**src/rtl/alu_pkg.sv**
```systemverilog
// Shared types for the ALU issue stage: operation codes, decoder class constants, FSM states.
package alu_pkg;

    typedef enum logic [3:0] {
        OP_AND = 4'b0000,
        OP_OR  = 4'b0001,
        OP_ADD = 4'b0010,
        OP_SUB = 4'b0011,
        OP_XOR = 4'b0100,
        OP_BEQ = 4'b1000
    } alu_op_t;

    localparam logic [1:0] ALUOP_MEM    = 2'b00;
    localparam logic [1:0] ALUOP_BRANCH = 2'b01;
    localparam logic [1:0] ALUOP_ARITH  = 2'b10;
    localparam logic [1:0] ALUOP_RSVD   = 2'b11;

    localparam logic [6:0] FUNCT7_SUB  = 7'b0100000;
    localparam logic [6:0] FUNCT7_BASE = 7'b0000000;

    typedef enum logic [1:0] {
        S_IDLE  = 2'd0,
        S_ISSUE = 2'd1,
        S_DONE  = 2'd2
    } issue_state_t;

endpackage

```
**src/rtl/alu_issue_if.sv**
```systemverilog
// Decode-side handshake, ALU operand/result bus and writeback handshake of the issue stage.
interface alu_issue_if #(
    parameter int DATA_WIDTH    = 32,
    parameter int OPCODE_LENGTH = 4
);
    logic                     in_valid;
    logic                     in_ready;
    logic [1:0]               ALUOp;
    logic [2:0]               Funct3;
    logic [6:0]               Funct7;
    logic                     ALUSrc;
    logic [DATA_WIDTH-1:0]    rs1_data;
    logic [DATA_WIDTH-1:0]    rs2_data;
    logic [DATA_WIDTH-1:0]    Imm;
    logic [DATA_WIDTH-1:0]    SrcA;
    logic [DATA_WIDTH-1:0]    SrcB;
    logic [OPCODE_LENGTH-1:0] Operation;
    logic [DATA_WIDTH-1:0]    ALUResult;
    logic                     out_valid;
    logic                     out_ready;
    logic [DATA_WIDTH-1:0]    result;
    logic                     branch_taken;
    logic                     illegal;

    modport slave (
        input  in_valid, ALUOp, Funct3, Funct7, ALUSrc, rs1_data, rs2_data, Imm,
        input  ALUResult, out_ready,
        output in_ready, SrcA, SrcB, Operation, out_valid, result, branch_taken, illegal
    );

    modport master (
        output in_valid, ALUOp, Funct3, Funct7, ALUSrc, rs1_data, rs2_data, Imm,
        output ALUResult, out_ready,
        input  in_ready, SrcA, SrcB, Operation, out_valid, result, branch_taken, illegal
    );
endinterface

```
**src/rtl/alu_op_decode.sv**
```systemverilog
// Combinational ALUOp/Funct3/Funct7/ALUSrc -> ALU operation plus raw illegal flag.
// Illegal encodings report OP_ADD here; the parent decides how they are actually issued.
module alu_op_decode
    import alu_pkg::*;
(
    input  logic [1:0] i_alu_op,
    input  logic [2:0] i_funct3,
    input  logic [6:0] i_funct7,
    input  logic       i_alu_src,
    output alu_op_t    o_op,
    output logic       o_illegal
);

    always_comb begin
        o_op      = OP_ADD;
        o_illegal = 1'b0;
        case (i_alu_op)
            ALUOP_MEM: o_op = OP_ADD;
            ALUOP_BRANCH: begin
                if (i_funct3 == 3'b000) o_op = OP_BEQ;
                else                    o_illegal = 1'b1;
            end
            ALUOP_ARITH: begin
                case (i_funct3)
                    3'b000:  o_op = (!i_alu_src && i_funct7 == FUNCT7_SUB) ? OP_SUB : OP_ADD;
                    3'b111:  o_op = OP_AND;
                    3'b110:  o_op = OP_OR;
                    3'b100:  o_op = OP_XOR;
                    default: o_illegal = 1'b1;
                endcase
                // Funct7 only qualifies R-type; immediates carry arbitrary upper bits
                if (!i_alu_src && i_funct7 != FUNCT7_SUB && i_funct7 != FUNCT7_BASE)
                    o_illegal = 1'b1;
                if (o_illegal) o_op = OP_ADD;
            end
            default: o_illegal = 1'b1;
        endcase
    end

endmodule

```
**src/rtl/alu_issue.sv**
```systemverilog
// ALU issue stage: accept decoded op, drive registered SrcA/SrcB/Operation, capture ALUResult (2 edges).
// ALU_ISSUE_TRAP_EN: illegal decodes issue 0000, result forced 0, illegal reported; otherwise issue as ADD.
module alu_issue
    import alu_pkg::*;
#(
    parameter int DATA_WIDTH    = 32,
    parameter int OPCODE_LENGTH = 4
) (
    input  logic        clk,
    input  logic        reset,
    alu_issue_if.slave  bus
);

    issue_state_t          r_state;
    issue_state_t          w_next;
    logic                  w_in_ready;
    logic                  w_accept;

    alu_op_t               w_dec_op;
    logic                  w_dec_illegal;
    alu_op_t               w_op;
    logic                  w_illegal;

    logic [DATA_WIDTH-1:0] r_src_a;
    logic [DATA_WIDTH-1:0] r_src_b;
    alu_op_t               r_op;
    logic                  r_op_illegal;
    logic [DATA_WIDTH-1:0] r_result;
    logic                  r_branch_taken;
    logic                  r_illegal;

    alu_op_decode u_decode (
        .i_alu_op  (bus.ALUOp),
        .i_funct3  (bus.Funct3),
        .i_funct7  (bus.Funct7),
        .i_alu_src (bus.ALUSrc),
        .o_op      (w_dec_op),
        .o_illegal (w_dec_illegal)
    );

`ifdef ALU_ISSUE_TRAP_EN
    assign w_op      = w_dec_illegal ? OP_AND : w_dec_op;
    assign w_illegal = w_dec_illegal;
`else
    assign w_op      = w_dec_illegal ? OP_ADD : w_dec_op;
    assign w_illegal = 1'b0;
`endif

    always_comb begin
        w_next     = r_state;
        w_in_ready = 1'b0;
        case (r_state)
            S_IDLE: begin
                w_in_ready = 1'b1;
                if (bus.in_valid) w_next = S_ISSUE;
            end
            S_ISSUE: w_next = S_DONE;
            S_DONE: begin
                // a consume frees the result register for a back-to-back accept
                w_in_ready = bus.out_ready;
                if (bus.out_ready) w_next = bus.in_valid ? S_ISSUE : S_IDLE;
            end
            default: w_next = S_IDLE;
        endcase
        if (reset) w_in_ready = 1'b0;
    end

    assign w_accept = w_in_ready && bus.in_valid;

    always_ff @(posedge clk) begin
        if (reset) begin
            r_state        <= S_IDLE;
            r_src_a        <= '0;
            r_src_b        <= '0;
            r_op           <= OP_AND;
            r_op_illegal   <= 1'b0;
            r_result       <= '0;
            r_branch_taken <= 1'b0;
            r_illegal      <= 1'b0;
        end else begin
            r_state <= w_next;
            if (w_accept) begin
                r_src_a      <= bus.rs1_data;
                r_src_b      <= bus.ALUSrc ? bus.Imm : bus.rs2_data;
                r_op         <= w_op;
                r_op_illegal <= w_illegal;
            end
            if (r_state == S_ISSUE) begin
                r_result       <= r_op_illegal ? '0 : bus.ALUResult;
                r_branch_taken <= (r_op == OP_BEQ) && bus.ALUResult[0];
                r_illegal      <= r_op_illegal;
            end
        end
    end

    assign bus.in_ready     = w_in_ready;
    assign bus.SrcA         = r_src_a;
    assign bus.SrcB         = r_src_b;
    assign bus.Operation    = OPCODE_LENGTH'(r_op);
    assign bus.out_valid    = (r_state == S_DONE);
    assign bus.result       = r_result;
    assign bus.branch_taken = r_branch_taken;
    assign bus.illegal      = r_illegal;

endmodule

```
**src/flat_wrapper.sv**
```systemverilog
// flat-port wrapper written by rule: the top's interface ports become plain ports
module alu_issue_flat import alu_pkg::*;
#(
    parameter int DATA_WIDTH    = 32,
    parameter int OPCODE_LENGTH = 4
)
  (clk, reset, bus_in_valid, bus_ALUOp, bus_Funct3, bus_Funct7, bus_ALUSrc, bus_rs1_data, bus_rs2_data, bus_Imm, bus_ALUResult, bus_out_ready, bus_in_ready, bus_SrcA, bus_SrcB, bus_Operation, bus_out_valid, bus_result, bus_branch_taken, bus_illegal);
  alu_issue_if #(.DATA_WIDTH(DATA_WIDTH), .OPCODE_LENGTH(OPCODE_LENGTH)) bus_i ();
  input  logic clk;
  input  logic reset;
  input wire logic [$bits(bus_i.in_valid)-1:0] bus_in_valid;
  input wire logic [$bits(bus_i.ALUOp)-1:0] bus_ALUOp;
  input wire logic [$bits(bus_i.Funct3)-1:0] bus_Funct3;
  input wire logic [$bits(bus_i.Funct7)-1:0] bus_Funct7;
  input wire logic [$bits(bus_i.ALUSrc)-1:0] bus_ALUSrc;
  input wire logic [$bits(bus_i.rs1_data)-1:0] bus_rs1_data;
  input wire logic [$bits(bus_i.rs2_data)-1:0] bus_rs2_data;
  input wire logic [$bits(bus_i.Imm)-1:0] bus_Imm;
  input wire logic [$bits(bus_i.ALUResult)-1:0] bus_ALUResult;
  input wire logic [$bits(bus_i.out_ready)-1:0] bus_out_ready;
  output wire logic [$bits(bus_i.in_ready)-1:0] bus_in_ready;
  output wire logic [$bits(bus_i.SrcA)-1:0] bus_SrcA;
  output wire logic [$bits(bus_i.SrcB)-1:0] bus_SrcB;
  output wire logic [$bits(bus_i.Operation)-1:0] bus_Operation;
  output wire logic [$bits(bus_i.out_valid)-1:0] bus_out_valid;
  output wire logic [$bits(bus_i.result)-1:0] bus_result;
  output wire logic [$bits(bus_i.branch_taken)-1:0] bus_branch_taken;
  output wire logic [$bits(bus_i.illegal)-1:0] bus_illegal;
  assign bus_i.in_valid = bus_in_valid;
  assign bus_i.ALUOp = bus_ALUOp;
  assign bus_i.Funct3 = bus_Funct3;
  assign bus_i.Funct7 = bus_Funct7;
  assign bus_i.ALUSrc = bus_ALUSrc;
  assign bus_i.rs1_data = bus_rs1_data;
  assign bus_i.rs2_data = bus_rs2_data;
  assign bus_i.Imm = bus_Imm;
  assign bus_i.ALUResult = bus_ALUResult;
  assign bus_i.out_ready = bus_out_ready;
  assign bus_in_ready = bus_i.in_ready;
  assign bus_SrcA = bus_i.SrcA;
  assign bus_SrcB = bus_i.SrcB;
  assign bus_Operation = bus_i.Operation;
  assign bus_out_valid = bus_i.out_valid;
  assign bus_result = bus_i.result;
  assign bus_branch_taken = bus_i.branch_taken;
  assign bus_illegal = bus_i.illegal;
  alu_issue #(.DATA_WIDTH(DATA_WIDTH), .OPCODE_LENGTH(OPCODE_LENGTH)) u_core (.clk(clk), .reset(reset), .bus(bus_i));
endmodule
```
**config.mk**
```make
export PLATFORM = sky130hd
export DESIGN_NAME = alu_issue_flat
export DESIGN_NICKNAME = d
export VERILOG_FILES = /design/src/rtl/alu_pkg.sv /design/src/rtl/alu_issue_if.sv /design/src/rtl/alu_op_decode.sv /design/src/rtl/alu_issue.sv /design/src/flat_wrapper.sv
export SDC_FILE = /design/constraint.sdc
export NUM_CORES = 1
export LEC_CHECK = 0
export ABC_AREA = 1
export BUFFER_PORTS_ARGS = -buffer_cell sky130_fd_sc_hd__buf_2
export CAP_MARGIN = 40
export CORE_MARGIN = 1.5
export CORE_UTILIZATION = 43
export CTS_CLUSTER_SIZE = 16
export DETAILED_ROUTE_END_ITERATION = 10
export GPL_TIMING_DRIVEN = 0
export PLACE_DENSITY = 0.81
export SLEW_MARGIN = 20
export SYNTH_ARGS = -nofsm -noshare
export SYNTH_HDL_FRONTEND = slang
export SYNTH_SLANG_ARGS = --single-unit
```
**constraint.sdc**
```tcl
create_clock -name clk -period 1.8 [get_ports clk]
set_input_delay 0.09 -clock clk [delete_from_list [all_inputs] [get_ports clk]]
set_output_delay 0.09 -clock clk [all_outputs]
set_load 0.03 [all_outputs]
```
Word level (Yosys, flattened, before mapping)
Cells that the tools add are included.
{ "totals": {"regBits": 103, "inputBits": 145, "output_inout_bits": 104, "elab_cells": 48} }
{ "op_classes": {"eq_ne": 12, "muxes": 18, "n_reduce_logical": 12} }
{ "op_table": {"columns": ["cell", "count"], "rows": [
  ["2-to-1 mux 32 bit", 1],
  ["2-to-1 mux 4 bit", 3],
  ["one-hot mux 3 bit (4 select lines)", 1],
  ["== test 3 bit, second input constant", 3],
  ["one-hot mux 4 bit (2 select lines)", 1],
  ["== test 7 x 6 -> 1 bit, second input constant", 1],
  ["2-to-1 mux 1 bit", 7],
  ["inequality test 7 x 6 -> 1 bit, second input constant", 1],
  ["nonzero test 7 bit", 1],
  ["one-hot mux 2 bit (3 select lines)", 1],
  ["logical AND 1 bit", 5],
  ["== test 2 x 1 -> 1 bit, second input constant", 2],
  ["== test 2 bit, second input constant", 2],
  ["== test 4 bit, second input constant", 1],
  ["zero test 2 bit", 2],
  ["2-to-1 mux 2 bit", 2],
  ["inequality test 2 bit, second input constant", 2],
  ["OR reduction 4 bit", 1],
  ["zero test 3 bit", 1],
  ["one-hot mux 1 bit (3 select lines)", 1],
  ["one-hot mux 1 bit (2 select lines)", 1],
  ["AND reduction 2 bit", 1],
  ["zero test 1 bit", 1]
]} }

Depth between registers and ports, before layout
Gate-level depths: netlist of the first run.
{ "logic_depth": {"ltp_word": 8, "depth_mapped": 10} }

By module
Synthesis of the first run repeated with hierarchy kept, for this count alone.
{ "hier_totals": {"hier_cells": 671, "area_unflattened_um2": 4464.3} }
{ "modules_own_cells": {"columns": ["mod", "instances", "cells_per_inst", "area_each_um2"], "rows": [
  ["alu_issue", 1, 633, 4254.1],
  ["alu_op_decode", 1, 38, 210.2]
]} }

Least setup slack after synthesis of the first run
OpenSTA, ideal clock, no wires.
{ "synth_timing": {"path_type": "flip-flop to flip-flop", "start": "register u_core.r_state[1]", "end": "register u_core.r_src_a[10], in the netlist u_core.bus.SrcA[10]", "setup_time_ns": 0.114, "arrival_time_ns": 1.097, "required_ns": 1.686, "slack_ns": 0.589, "stages_incl_launch_ff": 10, "path_cell_list": "dfxtp_1 > inv_2 > nor2_2 > nor2_4 > nand3_4 > inv_2 > buf_4 > buf_6 > nand2_1 > nand2_1"} }
{ "synth_between": {"elab_chain_len": 4} }
{ "synth_rtl": {"columns": ["item", "line", "text"], "rows": [
  ["start: declaration", "alu_issue.sv:14", "issue_state_t r_state;"],
  ["start signal: assignment", "alu_issue.sv:81", "r_state <= w_next;"],
  ["== test 2 bit or zero test 2 bit (tied branches)", "alu_issue.sv:52", "case (r_state)"],
  ["one-hot mux 1 bit (2 select lines) (*)", "alu_issue.sv:52", null],
  ["2-to-1 mux 1 bit (*)", "alu_issue.sv:65", "if (reset) w_in_ready = 1'b0;"],
  ["logical AND 1 bit (*)", "alu_issue.sv:68", "assign w_accept = w_in_ready && bus.in_valid;"],
  ["end signal: assignment", "alu_issue.sv:83", "r_src_a <= bus.rs1_data;"],
  ["end: declaration", "alu_issue.sv:24", "logic [DATA_WIDTH-1:0] r_src_a;"]
]} }
Every way passes the cells marked *; elsewhere a longest branch is shown, timed or not.
A chain may end at the register's enable or synchronous reset.

==> flow_summary.json, run 1 <==
{
  "clkPwrFrac_pct": 25.7,
  "period_minus_slack_ps": 1530,
  "die_x_um": 99.6,
  "pin_count": 249,
  "endpoint_kind": "flop",
  "yosys-top-cells-area": "dfxtp_1 51%, nand2_1 14%, o21ai_0 7.5%, nor2_1 7.2%, a31oi_1 5.0%",
  "path_delay_family": "buffers and inverters",
  "post-synth-top-area-cell": "dfxtp_1",
  "clock_skew_ps": 15.5,
  "timing.final.crit_share_pct": 85.2,
  "io_buffers": 245,
  "required_ps": 2090,
  "clock-sinks": 103,
  "outcome": "completed",
  "p_seq_share_pct": 49.1,
  "slew_viol_final": 0,
  "hold_buffers": 114,
  "setup_viol": 0,
  "drcViolationCount": 0,
  "nets": 1050,
  "diodes": 0,
  "syn_area_per_cell_um2": 7.55,
  "clock_tree.root_cell": "clkbuf_8",
  "final_util_pct": 73.1,
  "grt-ovfl-total": 0,
  "core_area_um2": 9150,
  "grt_pass1_wl_um": 23600,
  "path_buf_inv": 5,
  "min_from": "bus_rs2_data[21]",
  "fmax_mhz": 652,
  "ys_ff_latch": 103,
  "drt_first_pass_iters": 5,
  "cts.path.max_buffers": 2,
  "p_comb_share_pct": 25.3,
  "crit_path_top_delay_cell": "dlygate4sd3_1",
  "cp-start-kind": "input pin",
  "synth_ff_type": "dfxtp_1",
  "yosysSeqAreaShare_pct": 51.4,
  "initialDrtViolationCount": 184,
  "yosysWarningCount": 0,
  "grt_max_degree": 18,
  "syn_nets": 680,
  "rsz0062_at_grt": "false",
  "switching_power_mw": 1.68,
  "worstPathMaxFanout": 10,
  "final_antenna_net_count": 0,
  "maxCapViolCount": 0,
  "cts-buffers-inserted": 9,
  "synth_top_area_share_pct": 51.4,
  "wl_per_cell_um": 15.2,
  "whs_ps": 18.9,
  "postCtsSetupBuffers": 0,
  "clock_latency_ps": 360,
  "finalNonFillerCells": 1018,
  "dieHeight_um": 99.6,
  "synth_edf_count": 0,
  "globalplace.congestion": 0.814,
  "p_int_mw": 3.47,
  "cts.repair.resized": 0,
  "routed_wl_um": 15500,
  "antenna_found_initial": 0,
  "drive_gt1_share_pct": 31.6,
  "grt_pass1_vias": 5165,
  "p_per_area_nw_per_um2": 770,
  "grt.total_usage_pct": 29.9,
  "vdd_drop_max_uv": 374,
  "initial_core_util_pct": 43.9,
  "crit_chain": "dlygate4sd3_1 > buf_2 > inv_2 > buf_4 > clkbuf_1 > o21ai_0 > nor2_1",
  "fin_tns_setup_ps": 0,
  "hpwl_um": 9710,
  "min_path_type": "input pin to flop",
  "critPathLaunch": "reset",
  "post_drt_via_cell_ratio": 5.10,
  "hold_viol": 0,
  "async_flop_share_pct": 0,
  "arrival_ps": 1820,
  "crit_type": "input pin to flop",
  "area_delta_synth_final_pct": 66.7,
  "die_area_um2": 9930,
  "ys_types": 25,
  "syn_inst": 532,
  "dp.cells": 888,
  "path_clk_slew_ps": 100,
  "fillCellCount": 667,
  "critical_path.max_stage_delay_ps": 550,
  "netSwitchingFraction_pct": 32.6,
  "r2r_start": "u_core.r_state[1]$_SDFFE_PP0P_",
  "cts.htree.levels": 3,
  "p_leak_nw": 3.48,
  "vias": 5191,
  "num_rows": 35,
  "syn_area_um2": 4020,
  "cts_tree": "yes"
}
tightest hold or removal path, cell delays in order:
cell and delay, ps:
buf_2 100, nand2_1 60, a31oi_1 70
final timing paths:
kind	to	slack, ps	cells after the start
max	u_core.bus.result[23]$_SDFFE_PP0N_	270	7
min	u_core.bus.SrcB[21]$_SDFFE_PP0P_	20	3
max reg2reg	u_core.bus.SrcB[12]$_SDFFE_PP0P_	390	8
min reg2reg	u_core.bus.SrcA[1]$_SDFFE_PP0P_	460	2
state kept, by name (all words and copies together), names as in the netlist:
| register | count |
|---|---|
| u_core.bus.SrcA | 32 |
| u_core.bus.SrcB | 32 |
| u_core.bus.result | 32 |
| u_core.bus.Operation | 4 |
| u_core.r_state | 2 |
| u_core.bus.branch_taken | 1 |
placed cells by master (no fill, tap or decap):
cell	Yosys	layout
nand3_4	1	1
buf_2	8	253
clkinv_1	1	1
buf_6	2	2
clkbuf_8	0	9
nand2_1	147	147
clkinvlp_4	0	1
buf_1	3	3
or2_2	1	1
dlygate4sd3_1	0	114
clkinv_4	0	1
clkinv_2	0	2
nor2_4	2	2
nor2_2	1	1
inv_1	10	10
clkbuf_1	17	18
nor2_1	77	77
nand3_1	37	37
conb_1	1	1
or3_1	1	1
a211oi_1	1	1
inv_2	3	3
a31oi_1	32	32
nand4_1	1	1
dfxtp_1	103	103
buf_4	9	9
o21ai_0	60	60
ha_1	3	3
inv_6	0	2
a21oi_1	5	5
o21ai_1	6	6
cell usage after synthesis, types with 3 or more instances:
cell	n
nand2_1	147
dfxtp_1	103
nor2_1	77
o21ai_0	60
nand3_1	37
a31oi_1	32
clkbuf_1	17
inv_1	10
buf_4	9
buf_2	8
o21ai_1	6
a21oi_1	5
buf_1	3
ha_1	3
inv_2	3
power by group through the flow:
stage          combinational [mW]  sequential, mW  clock (mW)
2_1_floorplan               0.334            2.88           0
3_3_place_gp                 1.05            2.56           0
3_5_place_dp                 1.07            2.57           0
4_1_cts                      1.26            2.52        1.36
5_1_grt                      1.39            2.54        1.45
6_report                     1.30            2.53        1.32
metrics by stage:
stage	area [um^2]	setup WS, ps	power [mW]
global placement	5380	420	3.61
CTS	6690	315	5.14
global route	6690	159	5.38
detailed placement	5380	401	3.64
finish	6690	266	5.15
floorplan	4020	589	3.22
logic make-up (layout without fill, tap and decap cells):
family                     after synthesis  count (layout)  share of synthesized area [%]
other                                    1               1                         0.0934
DFF                                    103             103                           51.4
and+or+nand+nor                        268             268                           27.2
AOI/OAI and AO/OA                      104             104                           14.0
adders and majority gates                3               3                          0.935
buffers and inverters                   53             428                           6.42
final cells by class:
type,count,area (um^2),area share (%)
plain buffers,39,205,3.07
clock buffers,10,128,1.91
clock inverters,6,43.8,0.654
inverters,14,52.6,0.785
multi-input cells,376,1700,25.3
flip-flops and latches,103,2060,30.8
well taps,111,139,2.08
repair buffers,359,2370,35.4
per-layer routing:
layer | part of all wire [%] | track usage (%) | vias to the layer above
met2 | 52 | 56.2 | 297
met5 | 0 | 0 | -
met3 | 7.7 | 5.83 | 48
met1 | 37 | 31.7 | 2374
li1 | - | - | 2472
met4 | 3.4 | 14.8 | 0
(Power assumes the default switching activity.)
==> run 2: changes to the inputs <==
CTS_BUF_LIST = sky130_fd_sc_hd__clkbuf_8 sky130_fd_sc_hd__clkbuf_16   (was unset)
==> run 2 against run 1 <==
- die area did not move
- global-route usage rose by 0.060 points
- total power about the same
- cell area unchanged
- fmax is essentially flat
- via count increased by 0.13%
- clock power about the same
- combinational power about the same
- register-to-register slack about the same
- first-iteration DRC count grew 6.0%
- cell count stayed put
- sequential share of layout area did not move
- largest cell class unchanged
- highest routed layer unchanged
==> flow_summary.json, run 2 (synthesized netlist as in run 1, its figures left out) <==
{
  "grt.total_usage_pct": 29.9,
  "timing.final.crit_share_pct": 85.2,
  "nets": 1050,
  "vdd_drop_max_uv": 375,
  "setup_viol": 0,
  "die_area_um2": 9930,
  "arrival_ps": 1840,
  "num_rows": 35,
  "grt-ovfl-total": 0,
  "p_leak_nw": 3.48,
  "grt_pass1_vias": 5171,
  "dieHeight_um": 99.6,
  "drt_first_pass_iters": 5,
  "crit_type": "input pin to flop",
  "worstPathMaxFanout": 10,
  "io_buffers": 245,
  "drive_gt1_share_pct": 31.6,
  "final_common_cell": "buf_2",
  "post_drt_via_cell_ratio": 5.11,
  "pre_cts_slack_ps": 401,
  "vias": 5198,
  "core_area_um2": 9150,
  "drcViolationCount": 0,
  "final_cell_mix": "253 x buf_2, 147 x nand2_1, 114 x dlygate4sd3_1, 103 x dfxtp_1, 77 x nor2_1",
  "p_per_area_nw_per_um2": 770,
  "place_area_um2": 5380,
  "whs_ps": 18.3,
  "cts-buffers-inserted": 9,
  "hpwl_um": 9710,
  "maxCapViolCount": 0,
  "pin_count": 249,
  "initial_core_util_pct": 43.9,
  "clock_skew_ps": 15.5,
  "area_delta_synth_final_pct": 66.7,
  "fmax_mhz": 652,
  "antenna_found_initial": 0,
  "die_x_um": 99.6,
  "cts_tree": "yes",
  "min_path_type": "input pin to flop",
  "globalplace.congestion": 0.814,
  "clock_tree.root_cell": "clkbuf_8",
  "grt_max_degree": 18,
  "diodes": 0,
  "rsz0062_at_grt": "false",
  "postCtsSetupBuffers": 0,
  "power_mw": 5.15,
  "hold_viol": 0,
  "path_clk_slew_ps": 110,
  "setup_ws_ps": 266,
  "final_antenna_net_count": 0,
  "clock_latency_ps": 360,
  "period_minus_slack_ps": 1530,
  "wl_per_cell_um": 15.3,
  "cp-start-kind": "input pin",
  "initialDrtViolationCount": 195,
  "slew_viol_final": 0,
  "outcome": "completed",
  "fin_tns_setup_ps": 0,
  "grt_pass1_wl_um": 23600,
  "routed_wl_um": 15600,
  "stdcell_area_um2": 6690,
  "cts.path.max_buffers": 2,
  "cts.htree.levels": 3,
  "clock-sinks": 103,
  "endpoint_kind": "flop",
  "required_ps": 2100
}
run 2: changes by cell type in the layout (fill, tap and decap cells not counted), sizes merged:
cell / previous run / this run
inv: 15 / 16
clkbuf: 27 / 26
run 2: metal layers:
| layer | wire, um | GRT usage (%) | share of wire [%] |
|---|---|---|---|
| met3 | 1180 | 5.90 | 7.6 |
| met2 | 7970 | 56.1 | 51 |
| met5 | 0 | 0 | 0 |
| met4 | 539 | 14.8 | 3.5 |
| met1 | 5880 | 31.8 | 38 |
run 2: repair_timing:
action                     4_1_cts  5_1_grt
hold endpoints to repair        95        0
hold buffers                   114        0
setup endpoints to repair        0        0
resized for setup                0        0
run 2: worst paths after layout:
| check | start | cells after the start | to | slack [ps] |
|---|---|---|---|---|
| max | reset | 7 | u_core.bus.SrcA[30]$_SDFFE_PP0P_ | 270 |
| min | bus_rs2_data[21] | 3 | u_core.bus.SrcB[21]$_SDFFE_PP0P_ | 20 |
| max reg2reg | u_core.r_state[1]$_SDFFE_PP0P_ | 8 | u_core.bus.SrcB[12]$_SDFFE_PP0P_ | 390 |
| min reg2reg | u_core.bus.SrcA[1]$_SDFFE_PP0P_ | 2 | u_core.bus.SrcA[1]$_SDFFE_PP0P_ | 460 |
run 2: per-stage QoR:
stage          util, %  cells
2_1_floorplan        -    532
4_1_cts           73.1   1018
5_1_grt           73.1   1018
6_report          73.1   1018
3_3_place_gp      58.8    888
3_5_place_dp      58.8    888
run 2: report_power, final:
group | switching [mW] | total [mW] | leakage, nW | internal (mW)
registers | 0.0882 | 2.53 | 0.847 | 2.44
logic | 0.782 | 1.30 | 2.54 | 0.521
clock network | 0.813 | 1.32 | 0.0912 | 0.507
run 2: critical path, stage by stage:
cell and delay, ps:
dlygate4sd3_1 550, buf_2 180, inv_2 160, buf_4 220
clkbuf_1 370, nand3_1 140, nand2_1 110
run 2: area by class of cell:
type                            instances  area (um^2)
Timing Repair Buffer                  359         2370
Inverter                               14         52.6
Fill cell                             669         2460
Clock inverter                          7         47.5
Buffer                                 39          205
Multi-Input combinational cell        376         1700
Clock buffer                            9          124
Sequential cell                       103         2060
Tap cell                              111          139
==> run 3: changes to the inputs <==
CORE_MARGIN = unset   (was 1.5)
clock period = 1.75 ns   (was 1.8 ns; I/O delays follow)
==> run 3 against run 2 <==
- via count is 0.90% higher
- routed wire length is 4.2% higher
- cell area is 0.75% higher
- non-clock buffer count is 4 higher
- clock-buffer cell count stayed put
- global-route usage is 3.3 points higher
- register-to-register slack worse by 120 ps
- setup slack worse by 42 ps
- sequential power is 3% higher
- hold slack worse by 3.0 ps
- critical endpoint is now u_core.bus.SrcA[26]$_SDFFE_PP0P_
- largest power group unchanged
==> flow_summary.json, run 3 (synthesized netlist as in run 1, its figures left out) <==
{
  "io_buffers": 245,
  "num_rows": 34,
  "worstPathMaxFanout": 10,
  "grt-ovfl-total": 0,
  "arrival_ps": 1840,
  "path_delay_family": "buffers and inverters",
  "p_per_area_nw_per_um2": 802,
  "rsz0062_at_grt": "false",
  "final_common_cell": "buf_2",
  "maxCapViolCount": 0,
  "drt_first_pass_iters": 5,
  "outcome": "completed",
  "timing.final.crit_share_pct": 87.2,
  "crit_type": "input pin to flop",
  "dieHeight_um": 98.6,
  "grt_pass1_wl_um": 25600,
  "required_ps": 2060,
  "grt.total_usage_pct": 33.2,
  "path_buf_inv": 5,
  "globalplace.congestion": 0.876,
  "whs_ps": 15.3,
  "drive_gt1_share_pct": 31.6,
  "endpoint_kind": "flop",
  "drcViolationCount": 0,
  "initialDrtViolationCount": 314,
  "area_delta_synth_final_pct": 67.9,
  "path_clk_slew_ps": 110,
  "vias": 5245,
  "period_minus_slack_ps": 1530,
  "fmax_mhz": 655,
  "diodes": 0,
  "cts.path.max_buffers": 2,
  "clock_latency_ps": 360,
  "pin_count": 249,
  "wl_per_cell_um": 15.9,
  "fillCellCount": 614,
  "clock-sinks": 103,
  "relSlewSlack_pct": 65.0,
  "fin_tns_setup_ps": 0,
  "critical_path.max_stage_delay_ps": 540,
  "vdd_drop_max_uv": 458,
  "clock_skew_ps": 10.8,
  "final_antenna_net_count": 0,
  "p_leak_nw": 3.50,
  "setup_viol": 0,
  "die_area_um2": 9730,
  "crit_path_top_delay_cell": "dlygate4sd3_1",
  "min_path_type": "input pin to flop",
  "antenna_found_initial": 0,
  "routed_wl_um": 16200,
  "final_cell_mix": "253 x buf_2, 147 x nand2_1, 118 x dlygate4sd3_1, 103 x dfxtp_1, 77 x nor2_1",
  "hold_viol": 0,
  "cp-start-kind": "input pin",
  "power_mw": 5.41,
  "core_area_um2": 8890,
  "cts.repair.resized": 0,
  "worst_pin_slew_ps": 525,
  "die_x_um": 98.6,
  "post_drt_via_cell_ratio": 5.15,
  "clock_tree.root_cell": "clkbuf_8",
  "grt_max_degree": 20,
  "grt_pass1_vias": 5444,
  "cts_tree": "yes",
  "initial_core_util_pct": 45.2,
  "crit_chain": "dlygate4sd3_1 > buf_2 > inv_2 > buf_4 > clkbuf_1 > nand3_1 > nand2_1",
  "slew_viol_final": 0,
  "cts.htree.levels": 3,
  "hpwl_um": 9560,
  "cts-buffers-inserted": 9,
  "nets": 1054
}
run 3: cell type report:
cell class	count	area (um^2)	share of cell area [%]
Multi-Input combinational cell	376	1700	25.1
Timing Repair Buffer	363	2410	35.7
Clock buffer	9	124	1.84
Inverter	14	52.6	0.779
Tap cell	108	135	2.00
Clock inverter	7	61.3	0.909
Buffer	39	205	3.04
Sequential cell	103	2060	30.6
run 3: worst paths after layout:
kind | cells past startpoint | start | end | slack, ps
setup / recovery | 7 | reset | u_core.bus.SrcA[26]$_SDFFE_PP0P_ | 220
hold / removal | 3 | bus_Imm[28] | u_core.bus.SrcB[28]$_SDFFE_PP0P_ | 20
setup reg to reg | 8 | u_core.r_state[1]$_SDFFE_PP0P_ | u_core.bus.SrcB[9]$_SDFFE_PP0P_ | 270
hold reg to reg | 2 | u_core.bus.SrcA[14]$_SDFFE_PP0P_ | u_core.bus.SrcA[14]$_SDFFE_PP0P_ | 460
run 3: power breakdown:
| group | switching (mW) | internal, mW |
|---|---|---|
| logic | 0.813 | 0.542 |
| registers | 0.0903 | 2.51 |
| clock network | 0.903 | 0.547 |
run 3: repair_timing:
| item | 4_1_cts | 5_1_grt |
|---|---|---|
| hold buffers | 118 | 0 |
| endpoints found under the hold margin | 100 | 0 |
| buffers inserted | 0 | 0 |
run 3: worst register-to-register path, stage by stage, from the launching register on:
cell and delay [ps]:
dfxtp_1 420, inv_2 60, nor2_2 130, nor2_4 60
nand3_4 90, inv_2 80, buf_4 180, o21ai_0 270
a31oi_1 70
run 3: routing by layer:
| layer | part of all wire [%] | track usage [%] |
|---|---|---|
| met1 | 36 | 35.0 |
| met2 | 50 | 60.7 |
| met3 | 8.4 | 7.87 |
| met4 | 4.6 | 19.2 |
| met5 | 0 | 0 |
run 3: per-stage QoR:
stage          cell area [um^2]  cells  util, %  setup WS, ps
6_report                   6740   1019     75.8           224
3_3_place_gp               5380    885     60.5           393
5_1_grt                    6740   1019     75.8           125
2_1_floorplan              4020    532        -           539
3_5_place_dp               5380    885     60.5           345
4_1_cts                    6740   1019     75.8           291
